===== src/rtl/instr_fetch_unit.sv =====
// instr_fetch_unit: instruction fetch stage for the 8-bit processor.
// Fetches 8-bit words from instruction memory into the IR, presents the
// decoded fields over a valid/ready handshake and owns the PC, redirects
// and fetch-timeout detection.
//
// Ports:
//   clk, rst_n            clock, synchronous active-low reset
//   run                   keep fetching while high
//   imem_req/addr         memory request (held until ack) and address
//   imem_ack/rdata        memory accept strobe and same-cycle data
//   instr_valid/ready     IR-to-decode handshake
//   opcode/rs/rd/shamt    IR fields (combinational slices of the IR)
//   instr_pc              address the held instruction came from
//   redirect_valid/pc     one-cycle PC redirect request
//   fetch_err             one-cycle pulse on fetch timeout
//   busy                  high whenever the FSM is not idle
//
// Optional build macro IFU_PREFETCH_EN adds a one-entry prefetch buffer
// so a new fetch can overlap the instruction held in HOLD.
module instr_fetch_unit #(
  parameter logic [7:0]  RESET_PC = 8'h00,
  parameter int unsigned MAX_WAIT = 15
) (
  input  logic       clk,
  input  logic       rst_n,
  input  logic       run,
  output logic       imem_req,
  output logic [7:0] imem_addr,
  input  logic       imem_ack,
  input  logic [7:0] imem_rdata,
  output logic       instr_valid,
  input  logic       instr_ready,
  output logic [2:0] opcode,
  output logic       rs,
  output logic       rd,
  output logic [2:0] shamt,
  output logic [7:0] instr_pc,
  input  logic       redirect_valid,
  input  logic [7:0] redirect_pc,
  output logic       fetch_err,
  output logic       busy
);

  localparam int unsigned AW  = 8;
  localparam int unsigned IW  = 8;
  localparam int unsigned WCW = 8;

  typedef enum logic [1:0] {IDLE, FETCH, HOLD} state_t;

  state_t         state_q, state_d;
  logic [AW-1:0]  pc_q, pc_d, addr_d, ipc_d;
  logic [IW-1:0]  ir_q, ir_d;
  logic [WCW-1:0] wait_cnt, wcnt_d;
  logic           req_d, valid_d, err_d;
  logic           hs, tmo;
`ifdef IFU_PREFETCH_EN
  logic [IW-1:0]  pb_q, pb_d;
  logic [AW-1:0]  pb_pc_q, pb_pc_d;
  logic           pb_valid_q, pb_valid_d;
  logic           pf_stop_q, pf_stop_d;   // a prefetch timed out: no refetch until IR drains
`endif

  assign opcode = ir_q[7:5];
  assign rs     = ir_q[4];
  assign rd     = ir_q[3];
  assign shamt  = ir_q[2:0];

  assign hs  = instr_valid & instr_ready;
  assign tmo = (wait_cnt == WCW'(MAX_WAIT - 1));

  // Next-state and next-output logic
  always_comb begin
    state_d = state_q;
    pc_d    = pc_q;
    addr_d  = imem_addr;
    req_d   = imem_req;
    ir_d    = ir_q;
    ipc_d   = instr_pc;
    valid_d = instr_valid;
    err_d   = 1'b0;
    wcnt_d  = wait_cnt;
`ifdef IFU_PREFETCH_EN
    pb_d       = pb_q;
    pb_pc_d    = pb_pc_q;
    pb_valid_d = pb_valid_q;
    pf_stop_d  = pf_stop_q;
`endif
    if (redirect_valid) begin
      // Redirect wins over ack/handshake/timeout; a same-cycle ack is dropped
      pc_d = redirect_pc;
`ifdef IFU_PREFETCH_EN
      pb_valid_d = 1'b0;
      pf_stop_d  = 1'b0;
`endif
      if (state_q != IDLE) begin
        addr_d  = redirect_pc;
        req_d   = 1'b1;
        valid_d = 1'b0;
        wcnt_d  = '0;
        state_d = FETCH;
      end
    end else begin
      case (state_q)
        IDLE: begin
          if (run) begin
            state_d = FETCH;
            req_d   = 1'b1;
            addr_d  = pc_q;
            wcnt_d  = '0;
          end
        end
        FETCH: begin
          if (imem_ack) begin
            ir_d    = imem_rdata;
            ipc_d   = pc_q;
            pc_d    = pc_q + AW'(1);
            valid_d = 1'b1;
            state_d = HOLD;
`ifdef IFU_PREFETCH_EN
            req_d  = run;
            addr_d = pc_q + AW'(1);
            wcnt_d = '0;
`else
            req_d  = 1'b0;
`endif
          end else if (tmo) begin
            err_d   = 1'b1;
            req_d   = 1'b0;
            state_d = IDLE;
          end else begin
            wcnt_d = wait_cnt + WCW'(1);
          end
        end
        HOLD: begin
`ifdef IFU_PREFETCH_EN
          if (imem_req) begin
            if (imem_ack) begin
              pc_d = pc_q + AW'(1);
              if (hs) begin
                // Delivered and refilled in the same cycle: bypass the PB
                ir_d   = imem_rdata;
                ipc_d  = pc_q;
                addr_d = pc_q + AW'(1);
                wcnt_d = '0;
                req_d  = run;
              end else begin
                pb_d       = imem_rdata;
                pb_pc_d    = pc_q;
                pb_valid_d = 1'b1;
                req_d      = 1'b0;
              end
            end else if (tmo) begin
              err_d     = 1'b1;
              req_d     = 1'b0;
              pf_stop_d = 1'b1;
              if (hs) begin
                valid_d   = 1'b0;
                pf_stop_d = 1'b0;
                state_d   = IDLE;
              end
            end else begin
              wcnt_d = wait_cnt + WCW'(1);
              if (hs) begin
                valid_d = 1'b0;
                state_d = FETCH;
              end
            end
          end else if (hs) begin
            if (pb_valid_q) begin
              ir_d       = pb_q;
              ipc_d      = pb_pc_q;
              pb_valid_d = 1'b0;
              if (run) begin
                req_d  = 1'b1;
                addr_d = pc_q;
                wcnt_d = '0;
              end
            end else begin
              valid_d   = 1'b0;
              pf_stop_d = 1'b0;
              if (run && !pf_stop_q) begin
                state_d = FETCH;
                req_d   = 1'b1;
                addr_d  = pc_q;
                wcnt_d  = '0;
              end else begin
                state_d = IDLE;
              end
            end
          end else if (run && !pb_valid_q && !pf_stop_q) begin
            req_d  = 1'b1;
            addr_d = pc_q;
            wcnt_d = '0;
          end
`else
          if (hs) begin
            valid_d = 1'b0;
            if (run) begin
              state_d = FETCH;
              req_d   = 1'b1;
              addr_d  = pc_q;
              wcnt_d  = '0;
            end else begin
              state_d = IDLE;
            end
          end
`endif
        end
        default: state_d = IDLE;
      endcase
    end
  end

  // State and output registers
  always_ff @(posedge clk) begin
    if (!rst_n) begin
      state_q     <= IDLE;
      pc_q        <= RESET_PC;
      imem_addr   <= RESET_PC;
      imem_req    <= 1'b0;
      ir_q        <= '0;
      instr_pc    <= '0;
      instr_valid <= 1'b0;
      fetch_err   <= 1'b0;
      busy        <= 1'b0;
      wait_cnt    <= '0;
`ifdef IFU_PREFETCH_EN
      pb_q        <= '0;
      pb_pc_q     <= '0;
      pb_valid_q  <= 1'b0;
      pf_stop_q   <= 1'b0;
`endif
    end else begin
      state_q     <= state_d;
      pc_q        <= pc_d;
      imem_addr   <= addr_d;
      imem_req    <= req_d;
      ir_q        <= ir_d;
      instr_pc    <= ipc_d;
      instr_valid <= valid_d;
      fetch_err   <= err_d;
      busy        <= (state_d != IDLE);
      wait_cnt    <= wcnt_d;
`ifdef IFU_PREFETCH_EN
      pb_q        <= pb_d;
      pb_pc_q     <= pb_pc_d;
      pb_valid_q  <= pb_valid_d;
      pf_stop_q   <= pf_stop_d;
`endif
    end
  end

endmodule


===== config.mk =====
export PLATFORM = sky130hd
export DESIGN_NAME = instr_fetch_unit
export DESIGN_NICKNAME = d
export VERILOG_FILES = /design/src/rtl/instr_fetch_unit.sv
export SDC_FILE = /design/constraint.sdc
export NUM_CORES = 1
export LEC_CHECK = 0
export ABC_AREA = 1
export CAP_MARGIN = 20
export CORE_AREA = 2 2 88 65
export CTS_CLUSTER_SIZE = 40
export DETAILED_ROUTE_END_ITERATION = 10
export DIE_AREA = 0 0 90 67
export PLACE_DENSITY = 0.71
export SYNTH_ARGS = -nofsm -noshare
export SYNTH_HDL_FRONTEND = slang
export SYNTH_SLANG_ARGS = --single-unit

===== constraint.sdc =====
create_clock -name clk -period 3.1 [get_ports clk]
set_clock_uncertainty 0.2 [all_clocks]
set_input_delay 0.465 -clock clk [delete_from_list [all_inputs] [get_ports clk]]
set_output_delay 0.465 -clock clk [all_outputs]
set_load 0.05 [all_outputs]

* Word level (Yosys, flattened, before mapping)
Index checks and enable logic that the tools add are counted.
Widths: inputs -> output; s select.
** Operators by class
- Equality and inequality tests :: 9
- Add/subtract/negate cells :: 2
- Reduce and logical (&&, ||, !) cells :: 15
- Bitwise gates (word level) :: 4
- Mux-type cells :: 36
** Operators with widths (count)
- $mux 8 :: 13
- $pmux 8 s3 :: 1
- $add 8x1->8 const B :: 2
- $pmux 8 s2 :: 1
- $mux 1 :: 12
- $mux 2 :: 6
- $ne 3x3->1 const B :: 4
- $eq 8x4->1 const B :: 1
- $reduce_and 4->1 :: 2
- $reduce_bool 2->1 :: 4
- $pmux 2 s3 :: 1
- $reduce_and 3->1 :: 2
- $reduce_bool 3->1 :: 2
- $reduce_and 5->1 :: 1
- $ne 4x4->1 const B :: 1
- $reduce_bool 4->1 :: 1
- $reduce_or 4->1 :: 1
- $not 1->1 :: 3
- $pmux 1 s3 :: 1
- $eq 2x1->1 const B :: 1
- $eq 2x2->1 const B :: 1
- $logic_not 2->1 :: 1
- $ne 2x1->1 const B :: 1
- $pmux 1 s2 :: 1
- other kinds (2) :: 2
** Word-level totals
- Register bits :: 46
- Logic and storage cells :: 76

* Longest topological paths before layout
Gate-level depths: netlist of the first run.
- Word-level depth :: 6
- Mapped depth :: 12
- Depth with buffers taken out :: 11

* Worst setup path before layout of the first run
No wires, ideal clock.
- Path kind :: register to register
- Start :: reg instr_valid
- End :: reg wait_cnt[1]
- Period minus slack after synthesis :: 1787 ps
- Path buffers :: 1
- Arrival :: 1459 ps
- Cell stages (with the launch flop) :: 9
- Path slack :: 1313 ps
- Path through :: dfxtp_1 > nand2_1 > nand3_2 > o21ai_2 > nor2_4 > nand3_2 > buf_6 > o21ai_1 > nor2_1
** Between the ends
- Word-level cells in the longest chain between the ends :: 3
** RTL lines
- from (decl) :: RTL line 31 : output logic instr_valid,
- from (signal assigned) :: RTL line 240 : instr_valid <= valid_d;
- $and 1x1->1 :: RTL line 68 : assign hs = instr_valid & instr_ready;
- $ne 3x3->1 (no line)
- $reduce_and 5->1 (no line)
- to (signal assigned) :: RTL line 243 : wait_cnt <= wcnt_d;
- to (decl) :: RTL line 53 : logic [WCW-1:0] wait_cnt, wcnt_d;
Every way passes these cells.
A chain may end at the register's enable or synchronous reset.

* Worst setup path in the final report of the first run
- Start :: in redirect_valid
- End :: reg imem_addr[5]
** Between the ends
- Word-level cells in the longest chain between the ends :: 2
- Elaborated cells between the ends (all ways) :: 5
- Those cells by class :: 2 x eq/ne; 1 x mux; 2 x reduce/logical
** RTL lines
- from (decl) :: RTL line 38 : input logic redirect_valid,
- $ne 3x3->1 (no line), or another cell as far along
- $reduce_and 3->1 (no line)
- to (signal assigned) :: RTL line 236 : imem_addr <= addr_d;
- to (decl) :: RTL line 28 : output logic [7:0] imem_addr,
Several ways; a longest one is shown, not always the timed one.

==> reports/summary.txt, run 1 <==
Synth area leader = dfxtp_1
ys flop type = dfxtp_1
synthesized area = 2270 sq um
Post-Route WL = 5530 um
share of synthesized registers carrying an async set or reset = 0%
xor/xnor share of the synthesized area = 0.773%
Worst-Skew Late Latency = 0.31 ns
Area Growth Syn to Fin = 27.3%
placed cells = 430
PortBufs = 49
Mapped Cells = 320
cts bufs inserted = 5
vias after detailed routing = 2191
share of cells above drive strength 1 = 6.56%
synth warn = 0
post-place setup slack = 0.489 ns
CP Depth = 7
post-synthesis average cell area = 7.08 sq um
Post-Synth Adder-Cell Area = 4.42%
GRT Overall Usage = 19.9%
Yosys top cell area share = 40.6%
gp weighted congestion = 0.892
row cnt = 22
largest net degree at the start of global routing = 29
post-layout minimum cycle time = 2.28 ns
peak supply drop = 0.210 mV
Die H = 67 um
Leakage Power = 1.18 nW
synth cell count leaders = 62 x nand2_1, 48 x nor2_1, 46 x dfxtp_1
# diodes = 0
worst flop-to-flop path startpoint = state_q[1]
mux contribution to synthesized area = 0%
Power Density = 466 nW/um^2
fillers = 529
DRC Markers = 0
Max Slew Vio Count = 0
HP Class = reg -> reg
Compound-Gate Fraction of Synth Area = 19.3%
Min Hold Slack = 0.265 ns
Synth cell types = 34
setup TNS = 0 ns
CP Capture Type = flop
largest cells by area after synthesis = dfxtp_1 41%, nand2_1 10%, nor2_1 8.0%
vias in the first global route = 2038
critical path arrival = 2.31 ns
drt first pass iters = 4
critical path, cell by cell = clkdlybuf4s50_1, inv_2, nand3_2, o21ai_2, nor2_2, o21ai_0, a31oi_1
Post-Synth Simple-Gate Area = 25.8%
clock slew at reported path FFs = 0.08 ns
worst slew pin tran = 0.564 ns
postcts setup bufs = 0
Post-Place Cell Area = 2800 sq um
Worst setup SP type = primary input
antenna viol nets, final = 0
Final setup viols = 0
most frequent cell after synthesis = nand2_1
Hold Crit Depth = 2
placed wire-length estimate = 4030 um
final instance area = 2880 sq um
Critical Path RT = 3.13 ns
CP max FO = 17
RSZ-0062 raised after global routing = no
starting density of the core = 44.3%
worst setup margin = 0.822 ns
H-tree depth = 2
Cell Count, Final, Fillers Out = 438
Die W = 90 um
syn nets = 350
Root Driver = clkbuf_8
WP buf/inv = 2
Critical Path Start = redirect_valid
initial antenna violation count = 0
first-pass GRT wire length = 9520 um
register bit count reported by yosys = 46
post-cts resize count = 0
Fin. Hold Viols = 0
Max stage delay on crit path = 0.64 ns
Initial DRC Count = 143
Max-Cap Viols = 0
Core ar. = 5120 sq um
outcome = complete, no violations
worst reg2reg path depth = 10
CTS Hold Buffers Added = 0
hold wc startpoint = imem_req
clock tree buffer depth = 2
sequential share of the synthesized area = 40.6%
Rel. slew slack = 62.4%
clk sinks = 46
Die ar. = 6030 sq um
post-DR vias/cell = 5.00
Tcrit/Tclk final = 73.5%
slowest stage cell, crit path = clkdlybuf4s50_1
number of flops mapped to enable cells by yosys = 0
nets = 395
Max Freq = 439 MHz
CTS tree = yes
largest family of logic cells by synthesized area = simple AND/OR/NAND/NOR gates
delay-heaviest family, CP = buffers and inverters
WL/cell = 12.6 um
gr ovfl total = 0
io pins = 50
critical path class = in -> reg
[worst register-to-register path, stage by stage, from the launching register on]
cell and delay, ns:
dfxtp_1 0.45, inv_1 0.11, ha_1 0.31, nand2_1 0.15, nor2_2 0.05, inv_2 0.19
nand3_2 0.25, inv_2 0.17, nand2_1 0.06, nand2_1 0.06, nor2_1 0.04
[cell type report]
type                            count  area, sq um  share of cell area (%)
Timing Repair Buffer               52          513                    17.8
Inverter                           35          131                    4.56
Clock buffer                        5         68.8                    2.39
Clock inverter                      3         18.8                   0.651
Tap cell                           72         90.1                    3.12
Sequential cell                    46          921                    31.9
Multi-Input combinational cell    225         1140                    39.6
[cells in the final DEF (no fill, tap or decap), drive strengths merged]
master,n
o21bai,1
nand3b,1
o21a,1
nand4,1
xor2,2
a211oi,5
nor2,51
o21ai,30
nand2,62
a32oi,1
nor4,2
clkinv,3
a31oi,9
ha,8
o221ai,1
a21oi,22
clkbuf,5
dfxtp,46
o211ai,4
nor3,4
or2,2
inv,35
clkdlybuf4s50,49
nand3,16
a31o,2
buf,3
[stage by stage]
step	utilization, %	total power (W)
finish	56.3	0.00134
global route	56.3	0.00141
CTS	56.3	0.00136
detailed placement	54.6	0.000984
global placement	54.6	0.000981
floorplan	-	0.000880
[per-layer routing]
layer	GRT usage [%]	wire length [um]	vias up	part of all wire, %
met5	0	0	-	0
li1	-	-	1147	-
met1	27.2	2840	968	51
met4	6.92	46	0	0.83
met3	4.52	381	4	6.9
met2	31.0	2260	72	41
[worst paths after layout]
path                   to  slack [ns]
max          imem_addr[5]        0.82
min              imem_req        0.27
max reg2reg   wait_cnt[7]        0.95
min reg2reg      imem_req        0.27
[state kept, by name, summed over array words and instances, names as in the netlist]
name and cells:
imem_addr 8, instr_pc 8, ir_q 8, pc_q 8, wait_cnt 8, state_q 2, busy 1, fetch_err 1
imem_req 1, instr_valid 1
[kinds of logic (layout without fill, tap and decap cells)]
kind of cell,count (synthesis),in the layout
DFF,46,46
adders and majority gates,8,8
and+or+nand+nor,139,139
buffers and inverters,49,95
AOI/OAI and AO/OA,76,76
xor gates and xnor gates,2,2
[where the power goes]
group	total [W]	internal, W	switching, W
clock network	0.000373	0.000159	0.000214
logic	0.000315	0.000111	0.000203
registers	0.000657	0.000628	0.0000296
total	0.00134	0.000898	0.000447
Note: power is estimated with default switching activity, not from simulation.
==> run 2, diff against run 1 <==
==> constraint.sdc (replaced) <==
create_clock -name clk -period 2.1 [get_ports clk]
set_clock_uncertainty 0.2 [all_clocks]
set_input_delay 0.315 -clock clk [delete_from_list [all_inputs] [get_ports clk]]
set_output_delay 0.315 -clock clk [all_outputs]
set_load 0.05 [all_outputs]
==> reports/summary.txt, run 2 (synthesized netlist as in run 1, its figures left out) <==
Die ar. = 6030 sq um (unchanged)
Psw = 0.000655 W (+47%)
CP Capture Type = primary output
post-DR vias/cell = 5.08 (+1.5%)
Core ar. = 5120 sq um (unchanged)
delay-heaviest family, CP = buffers and inverters
clk sinks = 46 (unchanged)
antenna viol nets, final = 0 (unchanged)
nets = 406 (+2.8%)
gr ovfl total = 0 (unchanged)
Area Growth Syn to Fin = 32.6%
PortBufs = 49 (unchanged)
Die H = 67 um (unchanged)
Die W = 90 um (unchanged)
Post-Route WL = 5620 um (+1.7%)
Tot Pwr = 0.00205 W (+52%)
Worst-Skew Late Latency = 0.29 ns (-0.02 ns)
starting density of the core = 44.3% (unchanged)
critical path class = reg -> out
Comb pwr share = 24.5% (+1.1 points)
Final setup viols = 0 (unchanged)
initial antenna violation count = 0 (unchanged)
vias after detailed routing = 2280 (+4.1%)
critical path, cell by cell = clkdlybuf4s50_1
io pins = 50 (unchanged)
cts bufs inserted = 5 (unchanged)
Switching Share = 32.0% (-1.2 points)
RSZ-0062 raised after global routing = no
clock slew at reported path FFs = 0.09 ns (about the same)
critical path arrival = 1.46 ns (-0.85 ns)
Rel. slew slack = 66.0% (+3.6 points)
clock tree buffer depth = 2 (unchanged)
clock share of power = 28.1% (+0.4 points)
WP buf/inv = 1 (-1)
gp weighted congestion = 0.877 (-1.7%)
first-pass GRT wire length = 9740 um (+2.4%)
Max Slew Vio Count = 0 (unchanged)
post-layout minimum cycle time = 1.98 ns
outcome = complete, no violations
CP max FO = 3 (-14)
DRC Markers = 0 (unchanged)
largest net degree at the start of global routing = 24 (-17%)
Reg power frac = 47.3% (-1.6 points)
HP Class = reg -> reg
worst setup margin = 0.122 ns (-0.700 ns)
share of cells above drive strength 1 = 10.1% (+3.5 points)
Leakage Power = 1.24 nW (+4.9%)
Reg area = 923 sq um (+0.27%)
most frequent cells in the layout = 62 x nand2_1, 49 x clkdlybuf4s50_1, 48 x nor2_1
placed wire-length estimate = 4180 um (+3.7%)
Max stage delay on crit path = 0.81 ns (+0.17 ns)
vias in the first global route = 2159 (+5.9%)
Max-Cap Viols = 0 (unchanged)
drt first pass iters = 4 (unchanged)
Tcrit/Tclk final = 94.2%
WL/cell = 12.5 um (-0.75%)
Root Driver = clkbuf_8
commonest non-fill, non-tap cell in the layout = nand2_1
Internal = 0.00139 W (+55%)
Critical Path RT = 1.58 ns (-1.55 ns)
GRT Overall Usage = 19.9% (+0.045 points)
CTS tree = yes
Max Freq = 506 MHz
slowest stage cell, crit path = clkdlybuf4s50_1
postcts setup bufs = 0 (unchanged)
Fin. Hold Viols = 0 (unchanged)
multi-input logic area = 1160 sq um (+1.3%)
H-tree depth = 2 (unchanged)
worst slew pin tran = 0.509 ns (-0.0554 ns)
# diodes = 0 (unchanged)
fillers = 488 (-7.8%)
Initial DRC Count = 126 (-12%)
Power Density = 682 nW/um^2 (+46%)
peak supply drop = 0.441 mV (+110%)
post-place setup slack = -0.0106 ns (-0.499 ns)
CTS Hold Buffers Added = 0 (unchanged)
row cnt = 22 (unchanged)
Worst setup SP type = flop
-- run 2: changes by cell type in the layout (fill, tap and decap cells not counted), sizes merged --
cell,delta
buf,+11
clkbuf,+2
clkinv,-2
-- run 2: layout make-up --
cell class                      instances  share of cell area, %
Tap cell                               72                   3.00
Clock inverter                          1                  0.292
Inverter                               35                   4.37
Clock buffer                            7                   2.87
Sequential cell                        46                   30.7
Multi-Input combinational cell        225                   38.5
Timing Repair Buffer                   63                   20.2
-- run 2: repair_timing --
action,CTS,global route
endpoints found under the setup margin,0,10
endpoints found under the hold margin,0,0
gates resized for setup,0,5
-- run 2: path summary, 6_finish.rpt --
check	cells after the start	from	end	slack [ns]
max	1	instr_valid	instr_valid	0.12
min	2	instr_pc[7]	instr_pc[7]	0.28
max reg2reg	9	state_q[0]	wait_cnt[2]	0.16
min reg2reg	2	instr_pc[7]	instr_pc[7]	0.28
-- run 2: power by group through the flow --
stage	registers, W	logic, W	clock network, W
global placement	0.000988	0.000491	0
finish	0.000969	0.000502	0.000576
global route	0.000977	0.000550	0.000624
CTS	0.000968	0.000497	0.000586
detailed placement	0.000988	0.000494	0
floorplan	0.00109	0.000205	0
-- run 2: metal layers --
| layer | share of wire (%) | global-route usage [%] | vias to the layer above |
|---|---|---|---|
| met5 | 0 | 0 | - |
| met4 | 0.75 | 5.00 | 0 |
| met3 | 6.0 | 4.07 | 4 |
| met2 | 42 | 32.7 | 67 |
| met1 | 51 | 27.0 | 1043 |
| li1 | - | - | 1166 |
-- run 2: metrics by stage --
step                hold WS [ns]  cells  setup TNS, ns  util, %  cell area, sq um
floorplan                  0.194    320              0        -              2270
global placement           0.265    441              0     56.5              2890
detailed placement         0.261    441        -0.0106     56.5              2890
CTS                        0.283    449              0     58.3              2990
global route               0.297    449              0     58.7              3000
finish                     0.282    449              0     58.7              3000
-- run 2: tightest hold or removal path, cell delays in order, from the launching register on --
cell	delay [ns]
dfxtp_1	0.32
nand2_1	0.06
a21oi_1	0.05
==> run 3, diff against run 2 <==
--- a/config.mk
+++ b/config.mk
@@ -5,12 +5,11 @@
 export SDC_FILE = /design/constraint.sdc
 export NUM_CORES = 1
 export LEC_CHECK = 0
-export ABC_AREA = 1
-export CAP_MARGIN = 20
-export CORE_AREA = 2 2 88 65
+export ABC_CLOCK_PERIOD_IN_PS = 2100
+export CORE_AREA = 2 2 89 65
 export CTS_CLUSTER_SIZE = 40
 export DETAILED_ROUTE_END_ITERATION = 10
-export DIE_AREA = 0 0 90 67
+export DIE_AREA = 0 0 91 67
 export PLACE_DENSITY = 0.71
 export SYNTH_ARGS = -nofsm -noshare
 export SYNTH_HDL_FRONTEND = slang
==> reports/summary.txt, run 3 <==
outcome = complete, no violations
most frequent cells in the layout = 47 x clkdlybuf4s50_1, 45 x dfxtp_1, 43 x nand2_1
worst flop-to-flop path startpoint = state_q[1]
post-layout minimum cycle time = 1.98 ns (+0.00681 ns)
Max Freq = 504 MHz (-0.34%)
PortBufs = 49 (unchanged)
most frequent cell after synthesis = dfxtp_1
Worst-Skew Late Latency = 0.30 ns (about the same)
largest net degree at the start of global routing = 40 (+67%)
Worst setup SP type = flop
Comb pwr share = 24.8% (+0.3 points)
row cnt = 22 (unchanged)
peak supply drop = 0.299 mV (-32%)
largest cells by area after synthesis = dfxtp_1 40%, nand2_1 7.0%, a21oi_1 5.2%
DRC Markers = 0 (unchanged)
initial antenna violation count = 0 (unchanged)
gr ovfl total = 0 (unchanged)
WL/cell = 14.1 um (+13%)
Mapped Cells = 266 (-17%)
GRT Overall Usage = 20.1% (+0.20 points)
post-DR vias/cell = 5.25 (+3.3%)
Die ar. = 6100 sq um (+1.1%)
clock share of power = 26.9% (-1.2 points)
synth warn = 0 (unchanged)
Leakage Power = 1.17 nW (-5.4%)
cts bufs inserted = 5 (unchanged)
vias after detailed routing = 2156 (-5.4%)
Initial DRC Count = 96 (-24%)
Synth area leader = dfxtp_1
Max-Cap Viols = 0 (unchanged)
Die H = 67 um (unchanged)
post-synthesis average cell area = 8.62 sq um (+22%)
slowest stage cell, crit path = clkdlybuf4s50_1
synth cell count leaders = 46 x dfxtp_1, 43 x nand2_1, 24 x a21oi_1
Critical Path Start = imem_addr[3]
Area Growth Syn to Fin = 37.9%
CP max FO = 2 (-1)
Final Util = 61.1% (+2.4 points)
WP buf/inv = 1 (unchanged)
post-place setup slack = -0.134 ns (-0.123 ns)
commonest non-fill, non-tap cell in the layout = clkdlybuf4s50_1
syn nets = 296 (-15%)
Synth cell types = 51 (+50%)
worst slew pin tran = 0.504 ns (-0.00484 ns)
first-pass GRT wire length = 9830 um (+0.85%)
register bit count reported by yosys = 46 (unchanged)
Yosys top cell area share = 40.2% (-0.47 points)
R2R Setup Slk = 0.13 ns (-0.03 ns)
Tcrit/Tclk final = 94.5% (+0.32 points)
Post-Place Cell Area = 3060 sq um (+5.9%)
Switching Share = 30.7% (-1.3 points)
Post-Route WL = 5810 um (+3.4%)
fillers = 474 (-2.9%)
critical path, cell by cell = clkdlybuf4s50_1
CP Capture Type = primary output
gp weighted congestion = 0.904 (+3.1%)
Critical Path RT = 1.58 ns (about the same)
final instance area = 3160 sq um (+5.2%)
io pins = 50 (unchanged)
Reg power frac = 48.3% (+1.0 points)
Root Driver = clkbuf_8
Final setup viols = 0 (unchanged)
antenna viol nets, final = 0 (unchanged)
starting density of the core = 44.3% (about the same)
Max Slew Vio Count = 0 (unchanged)
critical path arrival = 1.47 ns (about the same)
delay-heaviest family, CP = buffers and inverters
nets = 368 (-9.4%)
Internal = 0.00136 W (-2.3%)
share of cells above drive strength 1 = 15.3% (+5.3 points)
# diodes = 0 (unchanged)
HP Class = reg -> reg
H-tree depth = 2 (unchanged)
Rel. slew slack = 66.3% (+0.32 points)
CTS tree = yes
Fin. Hold Viols = 0 (unchanged)
clk sinks = 46 (unchanged)
Core ar. = 5170 sq um (+1.1%)
Max stage delay on crit path = 0.82 ns (about the same)
placed wire-length estimate = 4290 um (+2.9%)
share of synthesized registers carrying an async set or reset = 0% (unchanged)
Tot Pwr = 0.00196 W (-4.1%)
postcts setup bufs = 0 (unchanged)
RSZ-0062 raised after global routing = no
clock tree buffer depth = 2 (unchanged)
Power Density = 621 nW/um^2 (-8.9%)
ys flop type = dfxtp_1
drt first pass iters = 4 (unchanged)
Die W = 91 um (+1.1%)
CTS Hold Buffers Added = 0 (unchanged)
worst setup margin = 0.115 ns (-0.00681 ns)
number of flops mapped to enable cells by yosys = 0 (unchanged)
Psw = 0.000602 W (-8.1%)
critical path class = reg -> out
hold wc startpoint = ir_q[4]
clock slew at reported path FFs = 0.08 ns (about the same)
vias in the first global route = 1998 (-7.5%)
synthesized area = 2290 sq um (+1.2%)
sequential share of the synthesized area = 40.2% (-0.47 points)
## run 3: cell types whose count changed after synthesis, sizes merged, moves of 11 or more
| cell | previous run | this run |
|---|---|---|
| a211oi | 5 | 16 |
| inv | 34 | 7 |
| mux2i | 0 | 11 |
| nand2 | 62 | 43 |
| nand3 | 16 | 4 |
| nor2 | 51 | 21 |
| o21ai | 30 | 2 |
## run 3: logic make-up (layout without fill, tap and decap cells)
kind of cell / count (synthesis) / in the layout / synth area share (%)
muxes: 11 / 11 / 4.80
and+or+nand+nor: 102 / 102 / 22.3
buffers and inverters: 25 / 98 / 4.91
xor gates and xnor gates: 7 / 7 / 2.67
AOI/OAI and AO/OA: 67 / 67 / 20.7
adders and majority gates: 8 / 8 / 4.37
DFF: 46 / 46 / 40.2
## run 3: what timing repair did
action / 4_1_cts / 5_1_grt
hold endpoints to repair: 0 / 0
endpoints found under the setup margin: 0 / 9
gates resized for setup: 0 / 4
## run 3: final cells by class
cell class	count	area [sq um]	share of cell area, %
flip-flops and latches	46	922	29.2
multi-input cells	195	1270	40.2
inverters	7	26.3	0.831
well taps	72	90.1	2.85
clock inverters	2	13.8	0.435
repair buffers	83	766	24.2
clock buffers	6	72.6	2.30
## run 3: power by group through the flow
stage / combinational (W) / sequential [W] / clock, W
floorplan: 0.000189 / 0.00106 / 0
global placement: 0.000477 / 0.000967 / 0
detailed placement: 0.000480 / 0.000968 / 0
CTS: 0.000482 / 0.000948 / 0.000549
global route: 0.000522 / 0.000955 / 0.000589
finish: 0.000487 / 0.000947 / 0.000528
## run 3: final timing paths
check	cells past startpoint	end
worst max register to register	6	wait_cnt[3]
worst max-delay path	1	imem_addr[3]
worst min-delay path	2	ir_q[4]
worst min register to register	2	ir_q[4]
## run 3: stage by stage
stage	hold WS (ns)	setup TNS, ns	std cells
final	0.258	0	411
after global routing	0.280	0	411
after CTS	0.260	0	411
after detailed placement	0.249	-1.77	403
after global placement	0.242	-0.482	403
after floorplan	0.251	0	266
## run 3: metal layers
| layer | part of all wire [%] | global-route usage [%] |
|---|---|---|
| met5 | 0 | 0 |
| met4 | 0.69 | 7.20 |
| met3 | 6.5 | 4.07 |
| met2 | 45 | 30.0 |
| met1 | 48 | 28.8 |
